**src/rtl/alu_cmd_pkg.sv**
```systemverilog
// Shared types and constants for the ALU command pipeline.
package alu_cmd_pkg;

  // Operation select carried with every command and echoed with its result.
  typedef enum logic [1:0] {
    OP_ADD_X2   = 2'b00,
    OP_SUB_DIV3 = 2'b01,
    OP_SHIFT_OR = 2'b10,
    OP_NEG_XOR  = 2'b11
  } op_mode_e;

  localparam int DIV_CONST = 3;
  localparam int SHL_AMT   = 4;
  localparam int SHR_AMT   = 2;

endpackage

```
**src/rtl/alu_cmd_core.sv**
```systemverilog
// Pure combinational ALU: one result per {mode, a, b}, all arithmetic
// unsigned and modulo 2^W.
module alu_cmd_core
  import alu_cmd_pkg::*;
#(
  parameter int W = 32
) (
  input  op_mode_e       mode,
  input  logic [W-1:0]   a,
  input  logic [W-1:0]   b,
  output logic [W-1:0]   result
);

  logic [W-1:0] sum;
  logic [W-1:0] diff;

  // Wrap happens here, before the shift/divide, so both ops see the mod-2^W value.
  assign sum  = a + b;
  assign diff = a - b;

  // Mode-selected result; the divide is by a constant so it stays combinational.
  always_comb begin
    result = '0;
    case (mode)
      OP_ADD_X2:   result = sum << 1;
      OP_SUB_DIV3: result = diff / W'(DIV_CONST);
      OP_SHIFT_OR: result = (a << SHL_AMT) | (b >> SHR_AMT);
      OP_NEG_XOR:  result = ~(a ^ b) + W'(1);
      default:     result = '0;
    endcase
  end

endmodule

```
**src/rtl/alu_cmd_pipe.sv**
```systemverilog
// Two-stage registered command pipeline around alu_cmd_core, with an
// output-handshake counter and an XOR checksum of delivered results.
module alu_cmd_pipe
  import alu_cmd_pkg::*;
#(
  parameter int W     = 32,
  parameter int CNT_W = 16
) (
  input  logic             clk,
  input  logic             rst_n,
  input  logic             flush,
  input  logic             in_valid,
  output logic             in_ready,
  input  logic [1:0]       in_mode,
  input  logic [W-1:0]     in_a,
  input  logic [W-1:0]     in_b,
  output logic             out_valid,
  input  logic             out_ready,
  output logic [W-1:0]     out_result,
  output logic [1:0]       out_mode,
  output logic [CNT_W-1:0] op_count,
  output logic [W-1:0]     checksum
);

  // Handshake rule on both sides: a transfer happens on a rising edge where
  // valid & ready are both high; a producer holding valid keeps its data
  // stable until that edge, and ready never looks at the same-side valid.

  // S1: registered command
  logic         s1_valid;
  op_mode_e     s1_mode;
  logic [W-1:0] s1_a;
  logic [W-1:0] s1_b;

  // S2: registered result (drives the outputs directly)
  logic         s2_valid;
  logic [1:0]   s2_mode;
  logic [W-1:0] s2_result;

  logic [W-1:0] core_result;
  logic         s2_adv;
  logic         s1_adv;
  logic         accept;
  logic         out_fire;

  alu_cmd_core #(.W(W)) u_core (
    .mode   (s1_mode),
    .a      (s1_a),
    .b      (s1_b),
    .result (core_result)
  );

  // A stage may load when it is empty or its contents move on this edge.
  assign s2_adv   = !s2_valid || out_ready;
  assign s1_adv   = !s1_valid || s2_adv;
  assign in_ready = s1_adv && !flush && rst_n;
  assign accept   = in_valid && in_ready;
  assign out_fire = s2_valid && out_ready;

  assign out_valid  = s2_valid;
  assign out_result = s2_result;
  assign out_mode   = s2_mode;

  // Stage registers: flush drops both valids; data only moves on advance, so a
  // stalled or emptied stage keeps its last contents.
  always_ff @(posedge clk) begin
    if (!rst_n) begin
      s1_valid  <= 1'b0;
      s1_mode   <= OP_ADD_X2;
      s1_a      <= '0;
      s1_b      <= '0;
      s2_valid  <= 1'b0;
      s2_mode   <= 2'b00;
      s2_result <= '0;
    end else if (flush) begin
      s1_valid <= 1'b0;
      s2_valid <= 1'b0;
    end else begin
      if (s2_adv) begin
        s2_valid <= s1_valid;
        if (s1_valid) begin
          s2_result <= core_result;
          s2_mode   <= s1_mode;
        end
      end
      if (s1_adv) begin
        s1_valid <= accept;
        if (accept) begin
          s1_mode <= op_mode_e'(in_mode);
          s1_a    <= in_a;
          s1_b    <= in_b;
        end
      end
    end
  end

  // Delivery statistics: counted on every output handshake, flush or not.
  always_ff @(posedge clk) begin
    if (!rst_n) begin
      op_count <= '0;
      checksum <= '0;
    end else if (out_fire) begin
      if (op_count != {CNT_W{1'b1}}) begin
        op_count <= op_count + CNT_W'(1);
      end
      checksum <= checksum ^ s2_result;
    end
  end

endmodule
```
**config.mk**
```make
export PLATFORM = sky130hd
export DESIGN_NAME = alu_cmd_pipe
export DESIGN_NICKNAME = d
export VERILOG_FILES = /design/src/rtl/alu_cmd_pkg.sv /design/src/rtl/alu_cmd_core.sv /design/src/rtl/alu_cmd_pipe.sv
export SDC_FILE = /design/constraint.sdc
export NUM_CORES = 1
export LEC_CHECK = 0
export CAP_MARGIN = 20
export CORE_AREA = 5 5 238 182
export CTS_BUF_LIST = sky130_fd_sc_hd__clkbuf_4
export DETAILED_ROUTE_END_ITERATION = 8
export DIE_AREA = 0 0 243 187
export SYNTH_ARGS = -nofsm -noshare
export SYNTH_HDL_FRONTEND = slang
export SYNTH_SLANG_ARGS = --single-unit
```
**constraint.sdc**
```tcl
create_clock -name clk -period 10.1 [get_ports clk]
set_clock_uncertainty 0.15 [all_clocks]
set_input_delay 2.525 -clock clk [delete_from_list [all_inputs] [get_ports clk]]
set_output_delay 2.525 -clock clk [all_outputs]
set_load 0.005 [all_outputs]
```
==> run summary, run 1 <==
Die area = 45,440 um^2
Global-route wire length before repair = 79,290 um
CP Data Arrival Time = 9.88 ns
CP max stage delay = 0.55 ns
Max_slew headroom = 0.2908
Fin nets = 2,179
Leakage = 6.031 nW
Reg2reg start = s1_a[0]
Reg area = 3004 um^2
# IOs = 155
P_int = 1.741 mW
Crit. End Element = flip-flop
Final hold viol count = 0
Drt drc = 0
Post-cts hold buffer count = 0
Via Count = 14,960
Total GRT Usage = 0.2098
DR vias/cell = 5.790
Gate power share = 0.729
Slew Viols, Final = 0
Cells on worst reg2reg path = 34
Sequential area share after synthesis = 0.2134
Most used DFF post-synth = dfxtp_1
Fmax achieved = 104.9 MHz
Core area = 40,520 um^2
Max Cap Viol = 0
Worst Hold End = out_mode[0]
Unrepaired setup endpoints after global routing = false
CTS buffer count = 17
Power Dens Cells = 228.2 nW/um^2
Fill cells = 4,234
Placement Rows = 64
Drt wl/cell = 19.49 um
Area leader, netlist = dfxtp_1
Vias in the first global route = 13,830
Hold path depth = 2
Die Y = 187 um
CP max FO = 18
H-tree levels = 4
Antenna violations before repair = 2
Starting Density = 0.3472
Post-synth ARST share = 0
Switch Pwr = 1.991 mW
Pwr Total = 3.732 mW
Area of the multi-input gates = 10,220 um^2
Finished Layout Cells = 2,583
Minimum clock period = 9.534 ns
Final worst-path setup slack = 0.5659 ns
Netlist cell types = 117
Clk slew on worst S/H paths = 0.14 ns
Sequential share of power = 0.166
First DRT Iteration DRCs = 1,611
CTS tree = built
Final setup vio count = 0
Gr ovfl total = 0
Critical Path RT = 10.44 ns
Net Count, Synth = 2,079
Synth area leaders = dfxtp_1 (21%), nand2_1 (8.8%), xnor2_1 (8.0%)
Deepest clock path buffer count = 2
Design area = 16,350 um^2
Largest net degree at the start of global routing = 95
Tightest Hold Check Type = reg -> reg
Clk root buf = clkbuf_4
Final worst path period share = 0.9440
Pre-antenna DRT Iters = 5
Clk pwr share = 0.105
Cell Area, Placed = 16,000 um^2
Status = complete, no violations
Yosys top cell area share = 0.2134
Layout area overhead = 16.24%
Slowest CP cell = mux4_2
Critical path class = reg -> reg
Synthesized area per cell = 7.245 um^2
Drt total wl = 50,350 um
Net Sw Frac = 0.5334
Routability Congestion = 0.9399
CP Launch Type = flip-flop
Antenna-violating nets left = 0
Worst R2R Setup Slack = 0.57 ns
DP HPWL = 38,390 um
Worst skew pair latency = 0.57 ns
Num Clock Sinks = 150
Hold wc startpoint = out_mode[0]
Worst Tran Pin Value = 1.056 ns
Ys Warns = 0
R2r endpoint = out_result[4]
Setup_tns = 0 ns
Cells after Synth = 1,942
Dpl ws = 0.1599 ns
Post-synth EDFFs = 0
Placed cell count = 2,549
Die X-Extent = 243 um
PortBufs = 154
Cell area after synthesis = 14,070 um^2
Number of synthesized register bits = 150
Share of cells above drive strength 1 = 0.08471
Worst VDD drop = 120.9 uV
## critical path, delay by kind of cell (launching register included)
family          cells  cell delay (ns)
compound gates     17             4.78
fa+ha+maj           3             0.92
buf+inv             2             0.13
flops               1             0.37
mux                 2             0.85
simple gates       10             2.24
## cell usage after synthesis (12+ instances only)
cell type and count:
o22ai_1 20, xor2_1 16, o21ai_0 120, and2_1 55, a211oi_1 14, o211ai_1 24, o21ai_1 16, a31oi_1 24
nand4_1 26, nor2_1 149, o211a_1 13, o21bai_1 16, ha_1 64, nand3_1 55, dfxtp_1 150, nand2_1 331
nor3_1 44, a21oi_1 129, buf_4 12, xnor2_1 129, inv_1 68, or3_1 17, and3_1 16, clkbuf_1 61
nand2b_1 12, buf_2 34, a21boi_0 81
## cells in the final DEF, fill, tap and decap left out, types with 64 or more instances in the layout
cell type,synthesis,routed
a21boi_0,81,81
inv_1,68,68
xnor2_1,129,129
o21ai_0,120,120
a21oi_1,129,128
clkdlybuf4s50_1,0,153
dfxtp_1,150,149
ha_1,64,64
nor2_1,149,149
nand2_1,331,329
## sequential cells by signal, indices dropped and copies added, names as in the netlist
name,flops
out_valid,1
checksum,32
s1_a,32
op_count,16
s1_b,32
s1_mode,2
out_result,32
s1_valid,1
out_mode,2
## cell families after synthesis
kind of cell,count (synthesis),share of synthesized area
compound gates,616,0.3101
simple gates,755,0.2484
fa+ha+maj,68,0.06127
flops,150,0.2134
buf+inv,195,0.06385
xor+xnor,146,0.09142
mux,12,0.01156
## stage by stage
step                      utilization  hold WS [ns]
after floorplan                     -        0.2978
after global routing           0.4036        0.3714
after detailed placement       0.3950        0.3146
final                          0.4036        0.3306
after global placement         0.3950        0.3081
after CTS                      0.4021        0.3344
## repair_timing
| action | CTS | global route |
|---|---|---|
| endpoints found under the setup margin | 0 | 6 |
| gates resized for setup | 0 | 11 |
| buffers inserted | 0 | 2 |
## area by class of cell
cell class / instances / share of cell area
antenna: 1 / 0.0001530
inverter: 74 / 0.01698
clock buffer: 18 / 0.008263
multi-input combinational: 1597 / 0.6249
sequential: 150 / 0.1837
clock inverter: 13 / 0.009487
timing repair buffer: 202 / 0.1161
tap: 528 / 0.04039
## power groups by stage
stage	Clock [mW]	Combinational, mW	Sequential (mW)
finish	0.393	2.72	0.620
global route	0.431	2.94	0.622
CTS	0.405	2.59	0.620
detailed placement	0	2.58	0.633
global placement	0	2.57	0.633
floorplan	0	2.06	0.627
## worst max-delay path by stage
stage,cells past startpoint,endpoint,from
after CTS,34,out_result[0],s1_a[0]
after global placement,34,out_result[0],s1_a[0]
after floorplan,38,out_result[0],s1_a[0]
after global routing,34,out_result[0],s1_a[0]
final,34,out_result[4],s1_a[0]
after detailed placement,34,out_result[0],s1_a[0]
## routing by layer
metal  part of all wire  track usage
met5            0.00014            0
met4             0.0076      0.03076
met3               0.10      0.05229
met2               0.39       0.2843
met1               0.50       0.3348
(Power assumes the default switching activity.)
==> run 2: changes to the inputs <==
--- a/config.mk
+++ b/config.mk
@@ -6,10 +6,11 @@
 export NUM_CORES = 1
 export LEC_CHECK = 0
 export CAP_MARGIN = 20
-export CORE_AREA = 5 5 238 182
+export CORE_AREA = 5 5 226 173
 export CTS_BUF_LIST = sky130_fd_sc_hd__clkbuf_4
+export CTS_CLUSTER_DIAMETER = 120
 export DETAILED_ROUTE_END_ITERATION = 8
-export DIE_AREA = 0 0 243 187
+export DIE_AREA = 0 0 231 178
 export SYNTH_ARGS = -nofsm -noshare
 export SYNTH_HDL_FRONTEND = slang
 export SYNTH_SLANG_ARGS = --single-unit
==> run 2 against run 1 <==
  * Cell count down 2.3%
  * Core utilization rose by 4.1 points
  * Sequential cell count is the same
  * Maximum frequency is essentially flat
  * Worst hold slack better by 0.0047 ns
  * Critical path type unchanged
  * Largest power group unchanged
==> run summary, run 2 (synthesis results as in run 1) <==
Max_slew headroom = 0.2862
Slowest CP cell = a2111o_1
Max Cap Viol = 0
CP max FO = 18
Reg2reg start = s1_b[12]
Final setup vio count = 0
Drt total wl = 49,480 um
Via Count = 14,870
Starting Density = 0.3841
Setup crit start = s1_b[12]
DR vias/cell = 5.894
Pwr Total = 3.693 mW
Antenna violations before repair = 1
CTS tree = built
Minimum clock period = 9.542 ns
Routability Congestion = 0.9647
Worst skew pair latency = 0.55 ns
First DRT Iteration DRCs = 1,712
Cells on worst reg2reg path = 32
Tightest Hold Check Type = reg -> reg
Pre-antenna DRT Iters = 6
# IOs = 155
Most frequent cells in the layout = nand2_1 (327), clkdlybuf4s50_1 (153), nor2_1 (149), dfxtp_1 (149), xnor2_1 (129)
Fill cells = 3,807
Placement Rows = 61
DP HPWL = 37,930 um
Vias in the first global route = 13,690
CP Launch Type = flip-flop
Core area = 36,640 um^2
Power Dens Cells = 226.9 nW/um^2
Antenna-violating nets left = 0
CP Data Arrival Time = 9.85 ns
Die Y = 178 um
Clk root buf = clkbuf_4
Crit. End Element = flip-flop
Total GRT Usage = 0.2337
CP max stage delay = 0.59 ns
Fmax achieved = 104.8 MHz
Gr ovfl total = 0
Hold Slack = 0.3353 ns
Critical Path RT = 10.41 ns
Status = complete, no violations
H-tree levels = 4
Slew Viols, Final = 0
R2r endpoint = out_result[0]
Die X-Extent = 231 um
Global-route wire length before repair = 78,520 um
Setup_tns = 0 ns
Fin nets = 2,174
Final hold viol count = 0
Final worst path period share = 0.9448
PortBufs = 154
Drt wl/cell = 19.61 um
Deepest clock path buffer count = 2
Die area = 41,120 um^2
Worst R2R Setup Slack = 0.56 ns
Num Clock Sinks = 150
Layout area overhead = 15.67%
Largest net degree at the start of global routing = 78
Worst VDD drop = 148.6 uV
Critical path class = reg -> reg
Worst Tran Pin Value = 1.063 ns
Leakage = 6.006 nW
Most common cell after layout, fill and taps aside = nand2_1
Unrepaired setup endpoints after global routing = false
Drt drc = 0
Clk slew on worst S/H paths = 0.15 ns
Final core utilization = 0.4442
End of the critical path = out_result[0]
CTS buffer count = 17
Share of cells above drive strength 1 = 0.08585
run 2: timing repair:
item / CTS / global route
gates resized for setup: 0 / 16
buffers inserted: 0 / 1
setup endpoints to repair: 0 / 6
hold buffers: 0 / 0
run 2: how the worst min path moves through the flow:
stage	start	to	slack, ns	cells after the start
3_5_place_dp	out_mode[0]	out_mode[0]	0.32	2
5_1_grt	out_result[12]	out_result[12]	0.39	2
2_1_floorplan	s1_a[30]	s1_a[30]	0.30	2
4_1_cts	out_mode[0]	out_mode[0]	0.34	2
6_report	out_mode[0]	out_mode[0]	0.34	2
3_3_place_gp	out_mode[0]	out_mode[0]	0.31	2
run 2: worst max-delay path: cells and delay by family (launching register included):
family | cells | cell delay, ns
compound gates | 18 | 5.27
simple gates | 10 | 2.48
flops | 1 | 0.48
xor+xnor | 1 | 0.15
buf+inv | 1 | 0.07
mux | 1 | 0.36
fa+ha+maj | 1 | 0.45
run 2: power breakdown:
group | switching [mW] | internal, mW | total [mW]
clock network | 0.241 | 0.157 | 0.398
registers | 0.0156 | 0.604 | 0.620
logic | 1.73 | 0.948 | 2.67
run 2: layout make-up:
| type | instances | area, um^2 | area share |
|---|---|---|---|
| Multi-Input combinational cell | 1597 | 10230 | 0.6289 |
| Clock buffer | 18 | 135.1 | 0.008303 |
| Sequential cell | 150 | 3004 | 0.1846 |
| Antenna cell | 1 | 2.502 | 0.0001538 |
| Timing Repair Buffer | 197 | 1862 | 0.1144 |
| Clock inverter | 14 | 167.7 | 0.01030 |
| Tap cell | 472 | 590.6 | 0.03629 |
| Inverter | 74 | 277.8 | 0.01707 |
run 2: metal layers:
metal / vias to the layer above / track usage / share of wire
met4: 0 / 0.03391 / 0.0084
met1: 7011 / 0.3759 / 0.50
met5: - / 0 / 0
li1: 7132 / - / -
met3: 36 / 0.06270 / 0.11
met2: 692 / 0.3100 / 0.39
run 2: metrics by stage:
step | area (um^2) | worst slack [ns] | std cells
floorplan | 14070 | 1.566 | 1942
global placement | 15900 | 0.4295 | 2488
detailed placement | 15900 | 0.1575 | 2489
CTS | 16210 | 0.1229 | 2521
global route | 16270 | 0.02483 | 2523
finish | 16270 | 0.5578 | 2523
==> run 3: changes to the inputs <==
--- a/config.mk
+++ b/config.mk
@@ -6,11 +6,12 @@
 export NUM_CORES = 1
 export LEC_CHECK = 0
 export CAP_MARGIN = 20
-export CORE_AREA = 5 5 226 173
+export CORE_AREA = 2 2 180 138
 export CTS_BUF_LIST = sky130_fd_sc_hd__clkbuf_4
 export CTS_CLUSTER_DIAMETER = 120
 export DETAILED_ROUTE_END_ITERATION = 8
-export DIE_AREA = 0 0 231 178
+export DIE_AREA = 0 0 182 140
+export PLACE_DENSITY = 0.83
 export SYNTH_ARGS = -nofsm -noshare
 export SYNTH_HDL_FRONTEND = slang
 export SYNTH_SLANG_ARGS = --single-unit
==> run 3 against run 2 <==
  * Clock power fell by 17%
  * Sequential power about the same
  * Sequential cell count did not move
  * Via count rose by 3.6%
  * Final area is 1.7% lower
  * Register-to-register slack got worse by 0.04 ns
  * Critical path depth is 2 higher
  * Largest cell class unchanged
  * Highest routed layer unchanged
==> run summary, run 3 (synthesis results as in run 1) <==
Status = complete, no violations
Clk slew on worst S/H paths = 0.16 ns
Via Count = 15,400
R2r endpoint = out_result[0]
End of the critical path = out_result[0]
Most common cell after layout, fill and taps aside = nand2_1
Slew Viols, Final = 0
Placement Rows = 49
Drt drc = 0
CP Buf/Inv Count = 2
Clk root buf = clkbuf_4
Drt wl/cell = 20.45 um
Minimum clock period = 9.582 ns
Worst Tran Pin Value = 1.027 ns
CP Data Arrival Time = 9.92 ns
Final worst path period share = 0.9487
Worst skew pair latency = 0.58 ns
Stages on the worst setup path = 34
# diodes = 0
Worst VDD drop = 170.6 uV
Worst path most repeated cell = a211oi_2
H-tree levels = 4
Deepest clock path buffer count = 2
Finished Layout Cells = 2,352
Fill cells = 1,987
Worst path top cell family by delay = compound AO/OA/AOI/OAI gates
Die area = 25,480 um^2
Cells on worst reg2reg path = 34
Global-route wire length before repair = 75,140 um
Post-cts hold buffer count = 0
Final setup vio count = 0
DP HPWL = 36,290 um
Setup crit start = s1_a[0]
Antenna-violating nets left = 0
Layout area overhead = 13.69%
Fmax achieved = 104.4 MHz
Antenna violations before repair = 0
PortBufs = 154
CP max stage delay = 0.61 ns
Power Dens Cells = 230.6 nW/um^2
CTS tree = built
Max Cap Viol = 0
Leakage = 5.968 nW
Largest net degree at the start of global routing = 95
Share of cells above drive strength 1 = 0.08260
Tightest Hold Check Type = reg -> reg
Gr ovfl total = 0
Die X-Extent = 182 um
Drt total wl = 48,110 um
First DRT Iteration DRCs = 2,272
Num Clock Sinks = 150
Total GRT Usage = 0.3655
Routability Congestion = 0.9924
Final hold viol count = 0
Die Y = 140 um
CTS buffer count = 17
Starting Density = 0.5945
Slowest CP cell = or4_4
Core area = 23,670 um^2
Critical Path RT = 10.44 ns
CP max FO = 15
Most frequent cells in the layout = nand2_1 (328), clkdlybuf4s50_1 (153), nor2_1 (149), dfxtp_1 (149), xnor2_1 (129)
Critical path class = reg -> reg
Crit. End Element = flip-flop
Setup_tns = 0 ns
Max_slew headroom = 0.3107
Pre-antenna DRT Iters = 8
Worst R2R Setup Slack = 0.52 ns
Hold Slack = 0.3473 ns
Reg2reg start = s1_a[0]
Fin nets = 2,171
# IOs = 155
Placed cell count = 2,315
Vias in the first global route = 13,650
CP Launch Type = flip-flop
DR vias/cell = 6.548
==> run 3: cell count changes in the layout (fill, tap and decap cells not counted), sizes merged <==
cell	previous run	this run
buf	44	41
diode	1	0
inv	79	77
clkbuf	18	17
bufinv	2	0
clkinv	3	7
==> run 3: power by group <==
part	leakage [nW]	switching, mW	total, mW	internal, mW
Sequential	1.21	0.0175	0.622	0.604
Combinational	4.63	1.76	2.74	0.976
Clock	0.121	0.231	0.329	0.0980
Total	5.97	2.01	3.69	1.68
==> run 3: how the worst min path moves through the flow <==
stage                   startpoint        endpoint  slack [ns]  cells past startpoint
finish              out_result[17]  out_result[17]        0.35                      2
global placement       out_mode[0]     out_mode[0]        0.31                      2
detailed placement        s1_b[30]        s1_b[30]        0.33                      2
global route              s1_a[28]        s1_a[28]        0.38                      2
floorplan                 s1_a[30]        s1_a[30]        0.30                      2
CTS                       s1_a[31]        s1_a[31]        0.35                      2
==> run 3: per-layer routing <==
layer | share of wire | GRT usage | up-vias
li1 | - | - | 7110
met1 | 0.45 | 0.5621 | 7198
met2 | 0.39 | 0.4954 | 1020
met3 | 0.14 | 0.1089 | 72
met4 | 0.016 | 0.07301 | 0
met5 | 0 | 0 | -
==> run 3: timing repair <==
action,4_1_cts,5_1_grt
pin swaps,1,3
resized for setup,0,16
setup endpoints to repair,1,7
setup buffers,0,5
==> run 3: worst min-delay path, cell delays in order (launching register included) <==
cell      delay [ns]
dfxtp_1         0.34
nand2_1         0.05
a21boi_0        0.07
==> run 3: cell type report <==
type                       instances  area (um^2)  share of cell area
tap                              306        382.9             0.02394
sequential                       150         3004              0.1878
multi-input combinational       1597        10240              0.6405
clock inverter                    14        106.4            0.006649
clock buffer                      17        127.6            0.007979
timing repair buffer             194         1852              0.1158
inverter                          74        277.8             0.01737
==> run 3: per-stage QoR <==
step	setup slack [ns]	total power, mW	area [um^2]	util
floorplan	1.566	2.684	14070	-
global placement	0.4256	3.127	15640	0.6607
detailed placement	0.01613	3.158	15640	0.6607
CTS	0.01821	3.493	15870	0.6706
global route	-0.007279	3.904	16000	0.6759
finish	0.5180	3.688	16000	0.6759
==> RTL edit: new RTL, settings of run 1 <==
The parameter `CNT_W` goes from 16 to 20.
--- a/src/rtl/alu_cmd_pipe.sv
+++ b/src/rtl/alu_cmd_pipe.sv
@@ -5,5 +5,5 @@
 #(
   parameter int W     = 32,
-  parameter int CNT_W = 16
+  parameter int CNT_W = 20
 ) (
   input  logic             clk,
Ports: changed (resized op_count); port bits go from 155 to 159. The function was not compared with the original's and may differ.
==> RTL edit against run 1 <==
Area after synthesis about the same; largest cell class unchanged; non-clock buffer count up 28; cell area up 2.9%; highest routed layer unchanged; sequential power up 3%; worst setup slack better by 34 ps; critical endpoint is now out_result[0]; global-route usage down 0.68 points; total power up 4.5%; largest power group unchanged; routed wire length down 2.8%; critical path type unchanged; sequential cell count up 4.
==> RTL edit: results (changes against run 1) <==
| Metric | Value |
|---|---|
| Status | finished, final reports clean |
| Comb power frac | 72.8% (about the same) |
| Period minus WS final | 9500 ps (-33.8 ps) |
| Worst ir drop on vdd | 0.107 mV (-12%) |
| Inverters | 78 (+5.4%) |
| Post-DP Area | 0.0162 mm² (+1.5%) |
| Initial DRC Count | 1598 (-0.81%) |
| Total sequential power | 636 µW (+3%) |
| Design Area, Final | 0.0168 mm² (+2.9%) |
| Hold_sp | out_mode[1] |
| Multi-input gate count | 1602 (+0.31%) |
| Global Route met1 Usage | 32.8% (-0.71 points) |
| Post-synthesis sequential area ratio | 21.9% (+0.59 points) |
| Signal buf overhead | 12.6% (+1.0 points) |
| Share of layout cells above drive strength 1 | 8.74% (+0.26 points) |
| Mapped Nets | 2093 (+0.67%) |
| Met2 usage | 27.5% (-0.94 points) |
| Area taken by multi-input logic gates | 0.0103 mm² (+1.2%) |
| Cell-internal power | 1.90 mW (+8.9%) |
| Worst Tran Pin Value | 1080 ps (+21.4 ps) |
| WL met2 | 19200 µm (-1.6%) |
| Sequential share of cell area | 18.3% (-0.034 points) |
| First-pass GRT wire length | 76900 µm (-3.0%) |
| R2R Setup Slk | 600 ps (+30 ps) |
| Largest net degree at the start of global routing | 82 (-14%) |
| Netlist cell types | 102 (-13%) |
| Worst Path Arrival | 9790 ps (-90 ps) |
| Signal buffers | 230 (+14%) |
| ClkCell Share | 1.88% (+0.11 points) |
| Overall Global Routing Usage | 20.3% (-0.68 points) |
| Fillers | 4179 (-1.3%) |
| Critical path's slowest cell | a2111o_2 |
| Hold endpoint | out_mode[1] |
| Vias in the first global route | 13456 (-2.7%) |
| DP Wirelength | 37200 µm (-3.2%) |
| GRT met3 Usage | 4.36% (-0.87 points) |
| Crit Reg-Reg Startpoint | s1_b[8] |
| Crit path capture | out_result[0] |
| Wirelength, routed | 49000 µm (-2.8%) |
| LEAKAGE | 6.24 nW (+3.5%) |
| Met3 Wirelength | 4150 µm (-18%) |
| Top cells by area, synth | dfxtp_1 (22%), nand2_1 (8.4%), xnor2_1 (8.2%) |
| Initial antenna violation count | 5 (+3) |
| PortBufs | 158 (+2.6%) |
==> RTL edit: what timing repair did <==
action | CTS | global route
hold endpoints to repair | 0 | 0
setup buffers | 0 | 7
resized for setup | 0 | 39
endpoints found under the setup margin | 0 | 6
==> RTL edit: cells by family after synthesis <==
kind of cell / share of synthesized area [%]
AO/OA/AOI/OAI: 28.5
XOR/XNOR: 9.72
adder cells (fa/ha/maj): 6.05
buffers and inverters: 5.89
flip-flops: 21.9
multiplexers: 1.87
AND/OR/NAND/NOR: 26.0
==> RTL edit: worst max-delay path: cells and delay by family, from the launching register on <==
kind	cells	cell delay (ps)
DFF	1	410
AOI/OAI and AO/OA	21	5710
muxes	2	460
and+or+nand+nor	7	1530
buffers and inverters	3	320
adders and majority gates	2	780
==> RTL edit: through the flow <==
step	hold WS (ps)	total power, mW	std cells
2_1_floorplan	298	2.60	1956
3_3_place_gp	307	3.25	2582
3_5_place_dp	319	3.25	2582
4_1_cts	338	3.68	2613
5_1_grt	361	4.19	2624
6_report	338	3.90	2624
